<file path="config.mk">
export PLATFORM = sky130hd
export DESIGN_NAME = lab2_proc_pipe_sequencer_flat
export DESIGN_NICKNAME = d
export VERILOG_FILES = /design/src/rtl/lab2_proc_pipe_sequencer_pkg.sv /design/src/rtl/lab2_proc_pipe_sequencer_if.sv /design/src/rtl/lab2_proc_pipe_sequencer_stage_meta.sv /design/src/rtl/lab2_proc_pipe_sequencer.sv /design/src/flat_wrapper.sv
export SDC_FILE = /design/constraint.sdc
export NUM_CORES = 1
export LEC_CHECK = 0
export ABC_AREA = 1
export BUFFER_PORTS_ARGS = -buffer_cell sky130_fd_sc_hd__buf_2
export CAP_MARGIN = 20
export CORE_MARGIN = 4
export CORE_UTILIZATION = 55
export CTS_CLUSTER_SIZE = 10
export DETAILED_ROUTE_END_ITERATION = 6
export GPL_ROUTABILITY_DRIVEN = 0
export PLACE_DENSITY = 0.89
export SETUP_SLACK_MARGIN = 0.1
export SYNTH_ARGS = -nofsm -noshare
export SYNTH_HDL_FRONTEND = slang
export SYNTH_SLANG_ARGS = --single-unit
</file>
<file path="constraint.sdc">
create_clock -name clk -period 4.04 [get_ports clk]
set_input_delay 0.606 -clock clk [delete_from_list [all_inputs] [get_ports clk]]
set_output_delay 0.606 -clock clk [all_outputs]
set_load 0.05 [all_outputs]
</file>
<file path="src/rtl/lab2_proc_pipe_sequencer_pkg.sv">
// Shared encodings and per-stage metadata type for the 5-stage pipe sequencer.
// Pure declarations; no timing or flow-control behaviour of its own.
package lab2_proc_pipe_pkg;

  localparam logic [1:0] c_pc_sel_p4  = 2'd0;
  localparam logic [1:0] c_pc_sel_br  = 2'd1;
  localparam logic [1:0] c_pc_sel_jal = 2'd2;

  localparam logic [4:0] c_x0 = 5'd0;

  typedef struct packed {
    logic       val;
    logic       wen;
    logic [4:0] waddr;
  } stage_meta_t;

  // x0 is hardwired, so it never creates a dependency.
  function automatic logic raw_hit(input logic en, input logic [4:0] src, input stage_meta_t s);
    return en && (src != c_x0) && s.val && s.wen && (s.waddr == src);
  endfunction

endpackage

</file>
<file path="src/rtl/lab2_proc_pipe_sequencer_if.sv">
// Control bundle between the pipe sequencer (master) and the datapath (slave).
// Purely combinational wiring; no state or backpressure of its own.
interface lab2_proc_pipe_sequencer_if #(
  parameter int p_cnt_w = 32
);

  logic               imem_resp_val;
  logic               rs1_en_D;
  logic [4:0]         rs1_addr_D;
  logic               rs2_en_D;
  logic [4:0]         rs2_addr_D;
  logic               rf_wen_D;
  logic [4:0]         rf_waddr_D;
  logic               jal_D;
  logic               ostall_D;
  logic               br_taken_X;
  logic               ostall_X;
  logic               ostall_M;
  logic               ostall_W;
  logic               stats_en;

  logic               reg_en_F;
  logic               reg_en_D;
  logic               reg_en_X;
  logic               reg_en_M;
  logic               reg_en_W;
  logic [1:0]         pc_sel_F;
  logic               imem_respstream_drop;
  logic               val_X;
  logic               val_M;
  logic               val_W;
  logic               rf_wen_W;
  logic [4:0]         rf_waddr_W;
  logic [p_cnt_w-1:0] num_insts;
  logic [p_cnt_w-1:0] num_cycles;

  modport master (
    input  imem_resp_val, rs1_en_D, rs1_addr_D, rs2_en_D, rs2_addr_D,
           rf_wen_D, rf_waddr_D, jal_D, ostall_D, br_taken_X,
           ostall_X, ostall_M, ostall_W, stats_en,
    output reg_en_F, reg_en_D, reg_en_X, reg_en_M, reg_en_W, pc_sel_F,
           imem_respstream_drop, val_X, val_M, val_W, rf_wen_W, rf_waddr_W,
           num_insts, num_cycles
  );

  modport slave (
    output imem_resp_val, rs1_en_D, rs1_addr_D, rs2_en_D, rs2_addr_D,
           rf_wen_D, rf_waddr_D, jal_D, ostall_D, br_taken_X,
           ostall_X, ostall_M, ostall_W, stats_en,
    input  reg_en_F, reg_en_D, reg_en_X, reg_en_M, reg_en_W, pc_sel_F,
           imem_respstream_drop, val_X, val_M, val_W, rf_wen_W, rf_waddr_W,
           num_insts, num_cycles
  );

endinterface

</file>
<file path="src/rtl/lab2_proc_pipe_sequencer_stage_meta.sv">
// One pipeline slice of val/wen/waddr; loads on en_i, squash_i inserts a bubble.
// One-cycle register; holds its contents whenever en_i is low.
module lab2_proc_pipe_stage_meta
  import lab2_proc_pipe_pkg::*;
(
  input  logic        clk,
  input  logic        reset,
  input  logic        en_i,
  input  logic        squash_i,
  input  stage_meta_t meta_i,
  output stage_meta_t meta_o
);

  stage_meta_t meta_q;
  stage_meta_t meta_d;

  always_comb begin
    meta_d = meta_q;
    if (en_i) begin
      meta_d.val   = meta_i.val & ~squash_i;
      meta_d.wen   = meta_i.wen & meta_d.val;
      meta_d.waddr = meta_i.waddr;
    end
  end

  always_ff @(posedge clk) begin
    if (reset) meta_q <= '0;
    else       meta_q <= meta_d;
  end

  assign meta_o = meta_q;

endmodule

</file>
<file path="src/rtl/lab2_proc_pipe_sequencer.sv">
// F/D/X/M/W sequencer: stall chain, RAW interlock (no bypass), branch/jal squash, stats.
// Enables and pc_sel are combinational from current state; stalls propagate back toward F.
module lab2_proc_pipe_sequencer
  import lab2_proc_pipe_pkg::*;
#(
  parameter int p_cnt_w = 32
) (
  input logic                          clk,
  input logic                          reset,
  lab2_proc_pipe_sequencer_if.master   io
);

  logic               val_D_q, val_D_d;
  logic [p_cnt_w-1:0] num_insts_q, num_insts_d;
  logic [p_cnt_w-1:0] num_cycles_q, num_cycles_d;

  stage_meta_t meta_D, meta_X, meta_M, meta_W;

  logic raw_D;
  logic stall_F, stall_D, stall_X, stall_M, stall_W;
  logic squash_X, squash_D;
  logic reg_en_F, reg_en_D, reg_en_X, reg_en_M, reg_en_W;
  logic [1:0] pc_sel;

  // W is a hazard too: the regfile write lands after the same-cycle D read.
  assign raw_D = raw_hit(io.rs1_en_D, io.rs1_addr_D, meta_X)
               | raw_hit(io.rs1_en_D, io.rs1_addr_D, meta_M)
               | raw_hit(io.rs1_en_D, io.rs1_addr_D, meta_W)
               | raw_hit(io.rs2_en_D, io.rs2_addr_D, meta_X)
               | raw_hit(io.rs2_en_D, io.rs2_addr_D, meta_M)
               | raw_hit(io.rs2_en_D, io.rs2_addr_D, meta_W);

  assign stall_W = meta_W.val & io.ostall_W;
  assign stall_M = (meta_M.val & io.ostall_M) | stall_W;
  assign stall_X = (meta_X.val & io.ostall_X) | stall_M;
  assign stall_D = (val_D_q & (raw_D | io.ostall_D)) | stall_X;
  assign stall_F = ~io.imem_resp_val | stall_D;

  assign squash_X = meta_X.val & io.br_taken_X;
  assign squash_D = val_D_q & io.jal_D & ~stall_D & ~squash_X;

  always_comb begin
    pc_sel = c_pc_sel_p4;
    if (squash_X)      pc_sel = c_pc_sel_br;
    else if (squash_D) pc_sel = c_pc_sel_jal;
  end

  assign reg_en_F = ~stall_F | squash_X | squash_D;
  assign reg_en_D = ~stall_D | squash_X;
  assign reg_en_X = ~stall_X;
  assign reg_en_M = ~stall_M;
  assign reg_en_W = ~stall_W;

  assign val_D_d = reg_en_D ? (io.imem_resp_val & ~stall_F & ~squash_X & ~squash_D) : val_D_q;

  assign meta_D.val   = val_D_q;
  assign meta_D.wen   = io.rf_wen_D;
  assign meta_D.waddr = io.rf_waddr_D;

  lab2_proc_pipe_stage_meta u_meta_X (
    .clk      (clk),
    .reset    (reset),
    .en_i     (reg_en_X),
    .squash_i (stall_D | squash_X),
    .meta_i   (meta_D),
    .meta_o   (meta_X)
  );

  lab2_proc_pipe_stage_meta u_meta_M (
    .clk      (clk),
    .reset    (reset),
    .en_i     (reg_en_M),
    .squash_i (stall_X),
    .meta_i   (meta_X),
    .meta_o   (meta_M)
  );

  lab2_proc_pipe_stage_meta u_meta_W (
    .clk      (clk),
    .reset    (reset),
    .en_i     (reg_en_W),
    .squash_i (stall_M),
    .meta_i   (meta_M),
    .meta_o   (meta_W)
  );

  always_comb begin
    num_cycles_d = num_cycles_q;
    num_insts_d  = num_insts_q;
    if (io.stats_en) begin
      num_cycles_d = num_cycles_q + p_cnt_w'(1);
      if (meta_W.val & ~stall_W) num_insts_d = num_insts_q + p_cnt_w'(1);
    end
  end

  always_ff @(posedge clk) begin
    if (reset) begin
      val_D_q      <= 1'b0;
      num_insts_q  <= '0;
      num_cycles_q <= '0;
    end else begin
      val_D_q      <= val_D_d;
      num_insts_q  <= num_insts_d;
      num_cycles_q <= num_cycles_d;
    end
  end

  assign io.reg_en_F             = reg_en_F;
  assign io.reg_en_D             = reg_en_D;
  assign io.reg_en_X             = reg_en_X;
  assign io.reg_en_M             = reg_en_M;
  assign io.reg_en_W             = reg_en_W;
  assign io.pc_sel_F             = pc_sel;
  assign io.imem_respstream_drop = squash_X | squash_D;
  assign io.val_X                = meta_X.val;
  assign io.val_M                = meta_M.val;
  assign io.val_W                = meta_W.val;
  assign io.rf_wen_W             = meta_W.val & meta_W.wen & ~stall_W;
  assign io.rf_waddr_W           = meta_W.waddr;
  assign io.num_insts            = num_insts_q;
  assign io.num_cycles           = num_cycles_q;

endmodule

</file>
<file path="src/flat_wrapper.sv">
// flat-port wrapper written by rule: the top's interface ports become plain ports
module lab2_proc_pipe_sequencer_flat import lab2_proc_pipe_pkg::*;
#(
  parameter int p_cnt_w = 32
)
  (clk, reset, io_imem_resp_val, io_rs1_en_D, io_rs1_addr_D, io_rs2_en_D, io_rs2_addr_D, io_rf_wen_D, io_rf_waddr_D, io_jal_D, io_ostall_D, io_br_taken_X, io_ostall_X, io_ostall_M, io_ostall_W, io_stats_en, io_reg_en_F, io_reg_en_D, io_reg_en_X, io_reg_en_M, io_reg_en_W, io_pc_sel_F, io_imem_respstream_drop, io_val_X, io_val_M, io_val_W, io_rf_wen_W, io_rf_waddr_W, io_num_insts, io_num_cycles);
  lab2_proc_pipe_sequencer_if #(.p_cnt_w(p_cnt_w)) io_i ();
  input logic clk;
  input logic reset;
  input wire logic [$bits(io_i.imem_resp_val)-1:0] io_imem_resp_val;
  input wire logic [$bits(io_i.rs1_en_D)-1:0] io_rs1_en_D;
  input wire logic [$bits(io_i.rs1_addr_D)-1:0] io_rs1_addr_D;
  input wire logic [$bits(io_i.rs2_en_D)-1:0] io_rs2_en_D;
  input wire logic [$bits(io_i.rs2_addr_D)-1:0] io_rs2_addr_D;
  input wire logic [$bits(io_i.rf_wen_D)-1:0] io_rf_wen_D;
  input wire logic [$bits(io_i.rf_waddr_D)-1:0] io_rf_waddr_D;
  input wire logic [$bits(io_i.jal_D)-1:0] io_jal_D;
  input wire logic [$bits(io_i.ostall_D)-1:0] io_ostall_D;
  input wire logic [$bits(io_i.br_taken_X)-1:0] io_br_taken_X;
  input wire logic [$bits(io_i.ostall_X)-1:0] io_ostall_X;
  input wire logic [$bits(io_i.ostall_M)-1:0] io_ostall_M;
  input wire logic [$bits(io_i.ostall_W)-1:0] io_ostall_W;
  input wire logic [$bits(io_i.stats_en)-1:0] io_stats_en;
  output wire logic [$bits(io_i.reg_en_F)-1:0] io_reg_en_F;
  output wire logic [$bits(io_i.reg_en_D)-1:0] io_reg_en_D;
  output wire logic [$bits(io_i.reg_en_X)-1:0] io_reg_en_X;
  output wire logic [$bits(io_i.reg_en_M)-1:0] io_reg_en_M;
  output wire logic [$bits(io_i.reg_en_W)-1:0] io_reg_en_W;
  output wire logic [$bits(io_i.pc_sel_F)-1:0] io_pc_sel_F;
  output wire logic [$bits(io_i.imem_respstream_drop)-1:0] io_imem_respstream_drop;
  output wire logic [$bits(io_i.val_X)-1:0] io_val_X;
  output wire logic [$bits(io_i.val_M)-1:0] io_val_M;
  output wire logic [$bits(io_i.val_W)-1:0] io_val_W;
  output wire logic [$bits(io_i.rf_wen_W)-1:0] io_rf_wen_W;
  output wire logic [$bits(io_i.rf_waddr_W)-1:0] io_rf_waddr_W;
  output wire logic [$bits(io_i.num_insts)-1:0] io_num_insts;
  output wire logic [$bits(io_i.num_cycles)-1:0] io_num_cycles;
  assign io_i.imem_resp_val = io_imem_resp_val;
  assign io_i.rs1_en_D = io_rs1_en_D;
  assign io_i.rs1_addr_D = io_rs1_addr_D;
  assign io_i.rs2_en_D = io_rs2_en_D;
  assign io_i.rs2_addr_D = io_rs2_addr_D;
  assign io_i.rf_wen_D = io_rf_wen_D;
  assign io_i.rf_waddr_D = io_rf_waddr_D;
  assign io_i.jal_D = io_jal_D;
  assign io_i.ostall_D = io_ostall_D;
  assign io_i.br_taken_X = io_br_taken_X;
  assign io_i.ostall_X = io_ostall_X;
  assign io_i.ostall_M = io_ostall_M;
  assign io_i.ostall_W = io_ostall_W;
  assign io_i.stats_en = io_stats_en;
  assign io_reg_en_F = io_i.reg_en_F;
  assign io_reg_en_D = io_i.reg_en_D;
  assign io_reg_en_X = io_i.reg_en_X;
  assign io_reg_en_M = io_i.reg_en_M;
  assign io_reg_en_W = io_i.reg_en_W;
  assign io_pc_sel_F = io_i.pc_sel_F;
  assign io_imem_respstream_drop = io_i.imem_respstream_drop;
  assign io_val_X = io_i.val_X;
  assign io_val_M = io_i.val_M;
  assign io_val_W = io_i.val_W;
  assign io_rf_wen_W = io_i.rf_wen_W;
  assign io_rf_waddr_W = io_i.rf_waddr_W;
  assign io_num_insts = io_i.num_insts;
  assign io_num_cycles = io_i.num_cycles;
  lab2_proc_pipe_sequencer #(.p_cnt_w(p_cnt_w)) u_core (.clk(clk), .reset(reset), .io(io_i));
endmodule
</file>
# Yosys cells after proc, flatten, opt, wreduce, memory -nomap -nowiden
# Index checks and enable logic that the tools add are counted.
[op_classes]
bitwise = 44
n_addsub = 2
n_shift = 0
n_eq_ne = 6
n_div = 0
order_cmp = 0
multipliers = 0
n_reduce_logical = 23
n_mux = 2
[op_table]
columns = ["cell", "n"]
rows = [
  ["adder 32 x 1 -> 32 bit, second input constant", 2],
  ["== test 5 bit", 6],
  ["bitwise AND 1 bit", 20],
  ["logical AND 1 bit", 20],
  ["bitwise OR 1 bit", 15],
  ["nonzero test 5 bit", 2],
  ["inverter 1 bit", 9],
  ["2-to-1 mux 2 bit", 2],
  ["AND reduction 2 bit", 1],
]
[totals]
latch_bits = 0
in_bits = 28
romBits = 0
wordCells = 89
output_inout_bits = 81
ramBits = 0
ff_bits = 86
memories = 0

# Longest topological paths before layout
# Gate-level depths: netlist of run 1.
[depth]
word_depth = 18
mapped_depth = 14
depth_no_buf = 14

# Cells and area by module
# From an unflattened synthesis of run 1, not the netlist that was laid out.
[hier_totals]
cells_unflattened = 688
hier_area_um2 = 4595.7
[by_module_without_submodules]
columns = ["mod", "cells_each", "seq_area_each_um2", "instances", "area_each_um2"]
rows = [
  ["lab2_proc_pipe_sequencer", 595, 1301.2, 1, 3844.9],
  ["lab2_proc_pipe_stage_meta", 31, 140.1, 3, 250.2],
]

# Worst setup path before layout of run 1
# Ideal clock, no wire load.
[synth_path]
kind = "reg-to-output"
startpoint = "register u_core.u_meta_W.meta_q (netlist bit u_core.u_meta_W.meta_o[6])"
endpoint = "output io_pc_sel_F[1]"
path_stages_with_launch = 7
t_arrival_ns = 2.562
setup_slack_ns = 0.872
path_buffers = 1
required_time_ns = 3.434
cell_sequence = "dfxtp_1 -> nand2_1 -> nand2_1 -> a21oi_1 -> clkbuf_1 -> nand3_1 -> nor2_1"
[synth_between]
elab_chain_len = 15
word_cells_on_any_way = 21
classes_between = "2 x mux; 13 x bitwise; 6 x reduce/logical"
[synth_rtl]
columns = ["element", "line", "text"]
rows = [
  ["start, declared", "lab2_proc_pipe_sequencer_stage_meta.sv:14", "stage_meta_t meta_q;"],
  ["start signal, assigned", "lab2_proc_pipe_sequencer_stage_meta.sv:28", "else meta_q <= meta_d;"],
  ["logical AND 1 bit (3 in a row)", "lab2_proc_pipe_sequencer_pkg.sv:19", "return en && (src != c_x0) && s.val && s.wen && (s.waddr == src);"],
  ["bitwise OR 1 bit", "lab2_proc_pipe_sequencer.sv:28", "| raw_hit(io.rs1_en_D, io.rs1_addr_D, meta_W)"],
  ["bitwise OR 1 bit", "lab2_proc_pipe_sequencer.sv:29", "| raw_hit(io.rs2_en_D, io.rs2_addr_D, meta_X)"],
  ["bitwise OR 1 bit", "lab2_proc_pipe_sequencer.sv:30", "| raw_hit(io.rs2_en_D, io.rs2_addr_D, meta_M)"],
  ["bitwise OR 1 bit", "lab2_proc_pipe_sequencer.sv:31", "| raw_hit(io.rs2_en_D, io.rs2_addr_D, meta_W);"],
  ["bitwise OR 1 bit", "lab2_proc_pipe_sequencer.sv:36", "assign stall_D = (val_D_q & (raw_D | io.ostall_D)) | stall_X;"],
  ["bitwise AND 1 bit", "lab2_proc_pipe_sequencer.sv:36", ""],
  ["bitwise OR 1 bit *", "lab2_proc_pipe_sequencer.sv:36", ""],
  ["inverter 1 bit *", "lab2_proc_pipe_sequencer.sv:40", "assign squash_D = val_D_q & io.jal_D & ~stall_D & ~squash_X;"],
  ["bitwise AND 1 bit * (2 in a row)", "lab2_proc_pipe_sequencer.sv:40", ""],
  ["2-to-1 mux 2 bit *", "lab2_proc_pipe_sequencer.sv:45", "else if (squash_D) pc_sel = c_pc_sel_jal;"],
  ["2-to-1 mux 2 bit *", "lab2_proc_pipe_sequencer.sv:44", "if (squash_X) pc_sel = c_pc_sel_br;"],
  ["end, declared", "flat_wrapper.sv:29", "output wire logic [$bits(io_i.pc_sel_F)-1:0] io_pc_sel_F;"],
]
# Mark *: on every way between the ends. The rest lies on a longest branch, timed or not.

# Worst setup path after layout of run 1
# Same ends and word-level chain as after synthesis.

==> impl_metrics.py, run 1 <==
metrics = {
    "worst_setup_path": {
        "cp_data_required_time_ps": 3430,
        "crit_buf_inv": 2,
        "cp-end-kind": "output pin",
        "cp_cell_sequence": "nand2_1, nand2_1, a21oi_1, buf_4, nand3_1, nor2_1, buf_2",
        "crit_path_start": "u_core.u_meta_W.meta_o[6]",
        "cp_top_family": "simple AND/OR/NAND/NOR gates",
        "cp.depth": 7,
        "worstPathArrival_ps": 2250,
        "r2r-start": "u_core.io.num_insts[0]",
        "start_kind": "flip-flop",
        "ff2ff_setup_slack_ps": 1950,
        "r2r_end": "u_core.io.num_insts[26]",
        "slowest_stage": "dfxtp_1",
        "slowest_delay_ps": 390,
        "critPathMostFrequentCell": "nand2_1",
        "rr_worst_depth": 10,
        "crit_end": "io_pc_sel_F[1]",
        "crit_type": "reg -> out",
        "worstPathMaxFanout": 14,
    },
    "global_routing": {
        "grt_pass1_wl_um": 21110,
        "grt-ovfl-total": 0,
        "grt_pass1_vias": 4848,
        "grt_max_degree": 34,
        "grt_use_total_pct": 25.38,
        "antenna_found_initial": 0,
    },
    "timing": {
        "min_period_ps": 2857,
        "fin_hold_ws_ps": 477.2,
        "final_hold_viol_count": 0,
        "skew_ps": 12.29,
        "finalSetupTns_ps": 0,
        "max_freq_ghz": 0.3500,
        "rsz0062_at_grt": "false",
        "finalMaxSlewViolations": 0,
        "slew_headroom_pct": 49.71,
        "worst_pin_slew_ps": 753.5,
        "finalSetupViolCount": 0,
        "period_share_pct": 70.73,
    },
    "clock_network": {
        "clock_sinks": 86,
        "cts-buffers-inserted": 9,
        "cts-root-buf": "clkbuf_8",
        "cts_tree": "done",
        "clk_latency_ps": 340,
        "cts_resized": 0,
        "path_clk_slew_ps": 80,
        "hold_buffers": 0,
        "post_cts_buffers": 0,
        "cts.htree.levels": 3,
        "cts_buffer_depth": 2,
    },
    "floorplanning": {
        "coreArea_um2": 8217,
        "start_util_pct": 56.46,
        "rows": 33,
        "dieArea_um2": 9969,
        "ioPinCount": 109,
        "fp.dieW_um": 99.85,
        "fp.dieH_um": 99.85,
    },
    "cells_and_area": {
        "fillers": 740,
        "diodes": 0,
        "area.growth.synth_to_final_pct": 16.86,
        "multi_input_area_um2": 2437,
        "layout-drive-gt1-share_pct": 16.63,
        "nNetsFinal": 845,
        "seq_area_um2": 1722,
    },
    "run_status": {
        "status": "finished clean",
    },
    "detailed_routing": {
        "first_iter_violations": 247,
        "drt_wl_total_um": 12570,
        "vias": 5100,
        "route.detailed.drc": 0,
        "wl_per_cell_um": 13.62,
        "firstDrtPassIters": 5,
        "ant_nets": 0,
        "vias_per_cell": 5.525,
    },
    "logic_synthesis": {
        "ys_seq_area_share_pct": 37.11,
        "syn_inst": 712,
        "yosys.area.top_type": "dfxtp_1",
        "synth-xor-area-share_pct": 3.776,
        "synthTopCellsByArea": "dfxtp_1, nand2_1, nor2_1, inv_1, a21oi_1",
        "synthDistinctLibCells": 33,
        "synth_area_per_cell_um2": 6.516,
        "synth_simple_gate_area_share_pct": 34.60,
        "yosys-top-cells-count": "nand2_1, nor2_1, inv_1, dfxtp_1, a21oi_1",
        "synth_nets": 742,
        "synth_flop_cell": "dfxtp_1",
        "synth-edff-count": 0,
        "synthMuxAreaShare_pct": 0,
        "synth_compound_area_share_pct": 13.62,
        "yosys_warnings": 0,
        "yosysTopAreaCellShare_pct": 37.11,
        "synth_fa_ha_area_share_pct": 0.5394,
        "synth.most_common_cell": "nand2_1",
        "synth-async-reset-ratio_pct": 0,
        "synth_seq_cells": 86,
        "synth_top_family_by_area": "simple AND/OR/NAND/NOR gates",
        "netlist_area_um2": 4639,
    },
    "power": {
        "leakage_nw": 2.477,
        "ir_drop_uv": 236.7,
        "power_density_nw_per_um2": 300.1,
    },
    "place": {
        "hpwlAfterDp_um": 9747,
        "port-buffer-count": 108,
    },
    "hold_path": {
        "worstHoldPathType": "reg -> reg",
    },
    "job": {
        "maxCapViolCount": 0,
    },
}
logic make-up after synthesis:
group	count (synthesis)
AND/OR/NAND/NOR	362
XOR/XNOR	20
adder cells (fa/ha/maj)	2
AO/OA/AOI/OAI	122
buffers and inverters	120
flip-flops	86
routing by layer:
| metal | GRT usage [%] | vias up | share of wire (%) |
|---|---|---|---|
| met5 | 0 | - | 0 |
| met4 | 12.82 | 0 | 3.6 |
| met3 | 4.517 | 41 | 7.6 |
| met2 | 42.07 | 229 | 48 |
| met1 | 31.65 | 2327 | 41 |
| li1 | - | 2503 | - |
cell usage in the layout (no fill, tap or decap), types with 2 or more instances in the layout:
cell,instances
a21oi_1,64
and3_1,3
buf_2,108
buf_4,3
clkbuf_1,2
clkbuf_8,11
dfxtp_1,86
ha_1,2
inv_1,99
nand2_1,158
nand3_1,41
nand3b_1,3
nand4_1,20
nor2_1,100
nor2_2,3
nor3_1,21
nor3_4,2
nor4_1,4
o21a_1,5
o21ai_0,50
xnor2_1,3
xor2_1,17
layout make-up:
class / instances / share of cell area, %
clock inverter: 1 / 0.5539
timing repair buffer: 111 / 10.39
clock buffer: 13 / 2.931
sequential: 86 / 31.76
multi-input combinational: 506 / 44.96
inverter: 101 / 6.993
tap: 105 / 2.423
worst min-delay path, cell delays in order, from the launching register on:
cell     delay [ps]
dfxtp_1         320
nand2_1          60
a21oi_1          60
how the worst min path moves through the flow:
| stage | from | depth (start not counted) | end |
|---|---|---|---|
| final | u_core.u_meta_M.meta_o[5] | 2 | u_core.u_meta_M.meta_o[5] |
| after floorplan | u_core.u_meta_M.meta_o[5] | 2 | u_core.u_meta_M.meta_o[5] |
| after global routing | io_rf_waddr_D[2] | 3 | u_core.u_meta_X.meta_o[2] |
| after global placement | u_core.io.num_cycles[8] | 2 | u_core.io.num_cycles[8] |
| after detailed placement | u_core.u_meta_M.meta_o[5] | 2 | u_core.u_meta_M.meta_o[5] |
| after CTS | u_core.u_meta_M.meta_o[5] | 2 | u_core.u_meta_M.meta_o[5] |
per-stage QoR:
stage	cell area, µm²	cells	power, W	setup slack [ps]	util (%)
finish	5421	923	0.001627	1183	65.98
global route	5421	923	0.001700	905.9	65.98
CTS	5421	923	0.001638	1182	65.98
detailed placement	5233	909	0.001052	1221	63.68
global placement	5233	909	0.001046	1309	63.68
floorplan	4639	712	0.001002	872.2	-
where the power goes:
part	internal (W)	switching, W	leakage [nW]	total, W
Clock	0.000314	0.000279	0.0956	0.000593
Combinational	0.0000485	0.000112	1.68	0.000161
Sequential	0.000859	0.0000147	0.696	0.000873
state kept, by name, summed over array words and instances, names as in the netlist:
register	cells
u_core.io.num_cycles	32
u_core.io.num_insts	32
u_core.u_meta_M.meta_o	7
u_core.u_meta_W.meta_o	7
u_core.u_meta_X.meta_o	7
u_core.val_D_q	1
Note: power is estimated with default switching activity, not from simulation.
==> inputs of run 2 (changes only) <==
Settings changed: CORE_UTILIZATION 55 to 49, PLACE_DENSITY 0.89 to 0.85.
Clock period 4.04 ns to 2.3 ns, I/O delays scaled along.
==> run 2 against run 1 <==
Global-route usage shrank 3.4 points. Core utilization shrank 4.7 points. Combinational power rose by 89%. Clock skew rose by 2.7 ps. Setup slack lost 1100 ps. First-iteration DRC count is 8.1% higher. Sequential power grew 76%. Largest cell class unchanged.
==> impl_metrics.py, run 2 (synthesis gave the netlist of run 1 again) <==
metrics = {
    "place": {
        "hpwlAfterDp_um": 9226,
        "port-buffer-count": 108,
        "place_area_um2": 5309,
        "dp.cells": 936,
        "pre_cts_slack_ps": 183.4,
    },
    "worst_setup_path": {
        "crit_type": "reg -> out",
        "start_kind": "flip-flop",
        "worstPathArrival_ps": 1860,
        "cp_data_required_time_ps": 1960,
        "cp-end-kind": "output pin",
        "worstPathMaxFanout": 5,
    },
    "timing": {
        "setup_ws_ps": 98.56,
        "worst_pin_slew_ps": 575.2,
        "skew_ps": 15.00,
        "max_freq_ghz": 0.4542,
        "finalSetupViolCount": 0,
        "final_hold_viol_count": 0,
        "slew_headroom_pct": 61.30,
        "rsz0062_at_grt": "true",
        "period_share_pct": 95.71,
        "finalSetupTns_ps": 0,
        "min_period_ps": 2201,
        "finalMaxSlewViolations": 0,
    },
    "power": {
        "switching_share_pct": 26.73,
        "power_frac_clock_pct": 36.3,
        "switchingPower_w": 0.0007715,
        "ir_drop_uv": 292.6,
        "p_int_w": 0.002115,
        "power_frac_seq_pct": 53.2,
        "leakage_nw": 2.544,
        "combPwrFrac_pct": 10.6,
        "power_density_nw_per_um2": 509.7,
    },
    "detailed_routing": {
        "wl_per_cell_um": 12.98,
        "route.detailed.drc": 0,
        "first_iter_violations": 267,
        "firstDrtPassIters": 5,
        "drt_wl_total_um": 12390,
        "ant_nets": 0,
        "vias": 4890,
        "vias_per_cell": 5.126,
    },
    "cells_and_area": {
        "fin_area_um2": 5663,
        "final_common_cell": "nand2_1",
        "final_cell_mix": "nand2_1, buf_2, nor2_1",
        "layout.cells.non_filler": 954,
        "nNetsFinal": 850,
        "diodes": 0,
        "layout-drive-gt1-share_pct": 22.42,
        "area.growth.synth_to_final_pct": 22.06,
    },
    "global_routing": {
        "grt-ovfl-total": 0,
        "grt_use_total_pct": 21.94,
        "antenna_found_initial": 0,
        "grt_pass1_vias": 4468,
        "grt_max_degree": 39,
        "grt_pass1_wl_um": 20480,
    },
    "floorplanning": {
        "ioPinCount": 109,
        "coreArea_um2": 9240,
        "fp.dieW_um": 105.3,
        "dieArea_um2": 11090,
        "start_util_pct": 50.21,
        "fp.dieH_um": 105.3,
        "rows": 35,
    },
    "clock_network": {
        "cts-root-buf": "clkbuf_8",
        "cts_buffer_depth": 2,
        "cts.htree.levels": 3,
        "cts-buffers-inserted": 9,
        "path_clk_slew_ps": 80,
        "clk_latency_ps": 350,
        "cts_tree": "done",
        "clock_sinks": 86,
    },
    "run_status": {
        "status": "finished clean",
    },
    "job": {
        "maxCapViolCount": 0,
    },
    "hold_path": {
        "worstHoldPathType": "in -> reg",
    },
}
==> run 2: cell types whose count changed in the layout (fill, tap and decap cells not counted), moves of 3 or more <==
cell     change
nand3_2      +4
buf_2        -4
nand3_1      -6
buf_4        +4
dfxtp_4      +7
inv_1        -8
nand2_2      +6
nand2_1      -7
inv_2        +7
buf_6        +3
dfxtp_1     -16
dfxtp_2      +9
==> run 2: area by class of cell <==
cell class	count	area, µm²
inverter	101	381.6
clock inverter	5	58.81
multi-input combinational	506	2529
tap	129	161.4
sequential	86	1759
clock buffer	11	131.4
fill	876	3577
timing repair buffer	116	641.9
==> run 2: power groups by stage <==
stage               Combinational, W  Clock [W]  Sequential (W)
floorplan                   0.000185          0         0.00158
global placement            0.000276          0         0.00157
detailed placement          0.000278          0         0.00157
CTS                         0.000286    0.00107         0.00154
global route                0.000337    0.00114         0.00154
finish                      0.000305    0.00105         0.00154
==> run 2: stage by stage <==
stage          power, W  util [%]  hold WS (ps)
6_report       0.002886     61.29         244.6
5_1_grt        0.003012     61.29         247.6
4_1_cts        0.002893     60.00         227.2
3_3_place_gp   0.001846     57.45         457.2
2_1_floorplan  0.001762         -         445.6
3_5_place_dp   0.001848     57.45         464.7
==> run 2: worst paths after layout <==
path / end / slack [ps] / start / cells past startpoint
worst min register to register: u_core.u_meta_M.meta_o[5] / 480 / u_core.u_meta_M.meta_o[5] / 2
worst max register to register: u_core.io.num_insts[24] / 330 / u_core.io.num_insts[1] / 10
worst max-delay path: io_pc_sel_F[1] / 100 / u_core.u_meta_W.meta_o[2] / 11
worst min-delay path: u_core.u_meta_X.meta_o[2] / 240 / io_rf_waddr_D[2] / 3
==> run 2: what timing repair did <==
item | CTS | global route
setup buffers | 0 | 2
setup endpoints to repair | 4 | 6
resized for setup | 19 | 41
pin swaps | 1 | 10
hold buffers | 0 | 0
==> run 2: worst max-delay path, cell delays in order (launching register included) <==
cell and delay [ps]:
dfxtp_4 370, buf_4 130, nor2_1 140, nor3_2 70
nand2_1 60, nor2_1 50, nor2_2 100, nand3_2 110
nand2_4 110, nand3_4 110, nor2_4 120, buf_6 160
==> run 2: metal layers <==
| layer | wire (µm) | up-vias | GRT usage [%] |
|---|---|---|---|
| met4 | 296 | 0 | 8.529 |
| met2 | 5762 | 164 | 35.70 |
| li1 | - | 2519 | - |
| met5 | 0 | - | 0 |
| met3 | 752 | 24 | 3.613 |
| met1 | 5573 | 2183 | 29.05 |
==> inputs of run 3 (changes only) <==
Settings changed: BUFFER_PORTS_ARGS -buffer_cell sky130_fd_sc_hd__buf_2 to -buffer_cell sky130_fd_sc_hd__clkbuf_2.
==> run 3 against run 2 <==
Clock-buffer cell count is 1 lower. Final area increased by 0.84%. Critical path type unchanged. Critical path depth is 1 higher. Die area stayed put.
==> impl_metrics.py, run 3 (synthesis gave the netlist of run 1 again) <==
metrics = {
    "global_routing": {
        "use_met1_pct": 27.29,
        "grt-ovfl-total": 0,
        "grt_pass1_wl_um": 19760,
        "busiest_layer": "met2",
        "grt_pass1_vias": 4428,
        "grt_use_total_pct": 21.14,
        "use_met2_pct": 34.56,
        "antenna_found_initial": 0,
        "grt_util_met3_pct": 5.573,
        "grt_max_degree": 39,
    },
    "floorplanning": {
        "fp.dieH_um": 105.3,
        "start_util_pct": 50.21,
        "dieArea_um2": 11090,
        "fp.dieW_um": 105.3,
        "ioPinCount": 109,
        "coreArea_um2": 9240,
        "rows": 35,
    },
    "power": {
        "switchingPower_w": 0.0007752,
        "power_density_nw_per_um2": 507.7,
        "ir_drop_uv": 369.1,
        "power_frac_seq_pct": 53.0,
        "p_int_w": 0.002124,
        "combPwrFrac_pct": 10.7,
        "switching_share_pct": 26.74,
        "power_frac_clock_pct": 36.3,
        "leakage_nw": 2.496,
    },
    "place": {
        "pre_cts_slack_ps": 186.2,
        "place_area_um2": 5309,
        "hpwlAfterDp_um": 9071,
        "port-buffer-count": 108,
    },
    "timing": {
        "final_hold_viol_count": 0,
        "period_share_pct": 93.76,
        "rsz0062_at_grt": "true",
        "skew_ps": 16.70,
        "setup_ws_ps": 143.4,
        "max_freq_ghz": 0.4637,
        "min_period_ps": 2157,
        "finalSetupTns_ps": 0,
        "slew_headroom_pct": 60.11,
        "finalSetupViolCount": 0,
        "worst_pin_slew_ps": 592.9,
        "finalMaxSlewViolations": 0,
    },
    "worst_setup_path": {
        "r2r-start": "u_core.io.num_insts[1]",
        "slowest_delay_ps": 350,
        "cp-end-kind": "output pin",
        "crit_path_start": "u_core.u_meta_M.meta_o[1]",
        "critPathMostFrequentCell": "nand2_1",
        "crit_buf_inv": 2,
        "worstPathMaxFanout": 4,
        "ff2ff_setup_slack_ps": 320,
        "cp_data_required_time_ps": 1960,
        "cp_top_family": "simple AND/OR/NAND/NOR gates",
        "slowest_stage": "dfxtp_2",
        "cp_cell_sequence": "inv_2, nand2_1, nand4_1, nor2_1, nand2_1, nand2_1, nor2_2, nand3_2, nand2_4, nand3_4, nor2_4, buf_8",
        "start_kind": "flip-flop",
        "crit_type": "reg -> out",
        "worstPathArrival_ps": 1810,
    },
    "detailed_routing": {
        "vias": 4894,
        "ant_nets": 0,
        "firstDrtPassIters": 5,
        "first_iter_violations": 227,
        "route.detailed.drc": 0,
        "wl_per_cell_um": 12.40,
        "drt_wl_total_um": 11840,
        "vias_per_cell": 5.125,
    },
    "cells_and_area": {
        "fin_area_um2": 5710,
        "layout-drive-gt1-share_pct": 23.97,
        "diodes": 0,
        "final_common_cell": "nand2_1",
        "final_util_pct": 61.80,
        "area.growth.synth_to_final_pct": 23.09,
        "final_cell_mix": "nand2_1, clkbuf_2, nor2_1",
        "fillers": 904,
        "nNetsFinal": 851,
    },
    "hold_path": {
        "hold_start": "io_rf_wen_D",
        "worstHoldPathType": "in -> reg",
    },
    "clock_network": {
        "path_clk_slew_ps": 90,
        "clock_sinks": 86,
        "cts-buffers-inserted": 9,
        "cts.htree.levels": 3,
        "clk_latency_ps": 340,
        "cts_buffer_depth": 2,
        "hold_buffers": 0,
        "cts-root-buf": "clkbuf_8",
        "cts_tree": "done",
    },
    "run_status": {
        "status": "finished clean",
    },
    "job": {
        "maxCapViolCount": 0,
    },
}
[run 3: routing by layer]
| metal | up-vias | part of all wire, % |
|---|---|---|
| li1 | 2511 | - |
| met1 | 2195 | 45 |
| met2 | 174 | 47 |
| met3 | 14 | 6.4 |
| met4 | 0 | 1.5 |
| met5 | - | 0 |
[run 3: worst paths after layout]
check | to | cells past startpoint
worst max-delay path | io_pc_sel_F[1] | 12
worst min-delay path | u_core.u_meta_X.meta_o[5] | 3
worst max register to register | u_core.io.num_insts[24] | 10
worst min register to register | u_core.io.num_cycles[0] | 1
[run 3: what timing repair did]
action,CTS,global route
pin swaps,1,9
setup endpoints to repair,4,7
buffers inserted,1,2
gates resized for setup,18,56
[run 3: metrics by stage]
| step | std cells | hold slack [ps] | power (W) |
|---|---|---|---|
| after floorplan | 712 | 445.6 | 0.001762 |
| after global placement | 936 | 457.4 | 0.001846 |
| after detailed placement | 936 | 471.2 | 0.001848 |
| after CTS | 953 | 217.8 | 0.002906 |
| after global routing | 955 | 225.3 | 0.003031 |
| final | 955 | 236.7 | 0.002899 |
[run 3: worst reg2reg max path: stages (launching register included)]
cell	delay [ps]
dfxtp_1	380
ha_1	200
inv_1	80
nor3_4	290
nand4_4	150
nor3_4	210
nand3_2	160
nor2_4	140
nand2_1	80
o21ai_0	140
nor2_1	50
[run 3: final cells by class]
class	count	area [µm²]	area share, %
inverter	101	381.6	6.683
clock inverter	6	68.82	1.205
tap	129	161.4	2.826
clock buffer	10	127.6	2.235
sequential	86	1762	30.85
multi-input combinational	506	2552	44.70
timing repair buffer	117	656.9	11.50
[run 3: power groups by stage]
| stage | clock, W | combinational (W) | sequential (W) |
|---|---|---|---|
| final | 0.00105 | 0.000311 | 0.00154 |
| after global routing | 0.00115 | 0.000344 | 0.00154 |
| after CTS | 0.00108 | 0.000288 | 0.00153 |
| after detailed placement | 0 | 0.000278 | 0.00157 |
| after global placement | 0 | 0.000277 | 0.00157 |
| after floorplan | 0 | 0.000185 | 0.00158 |
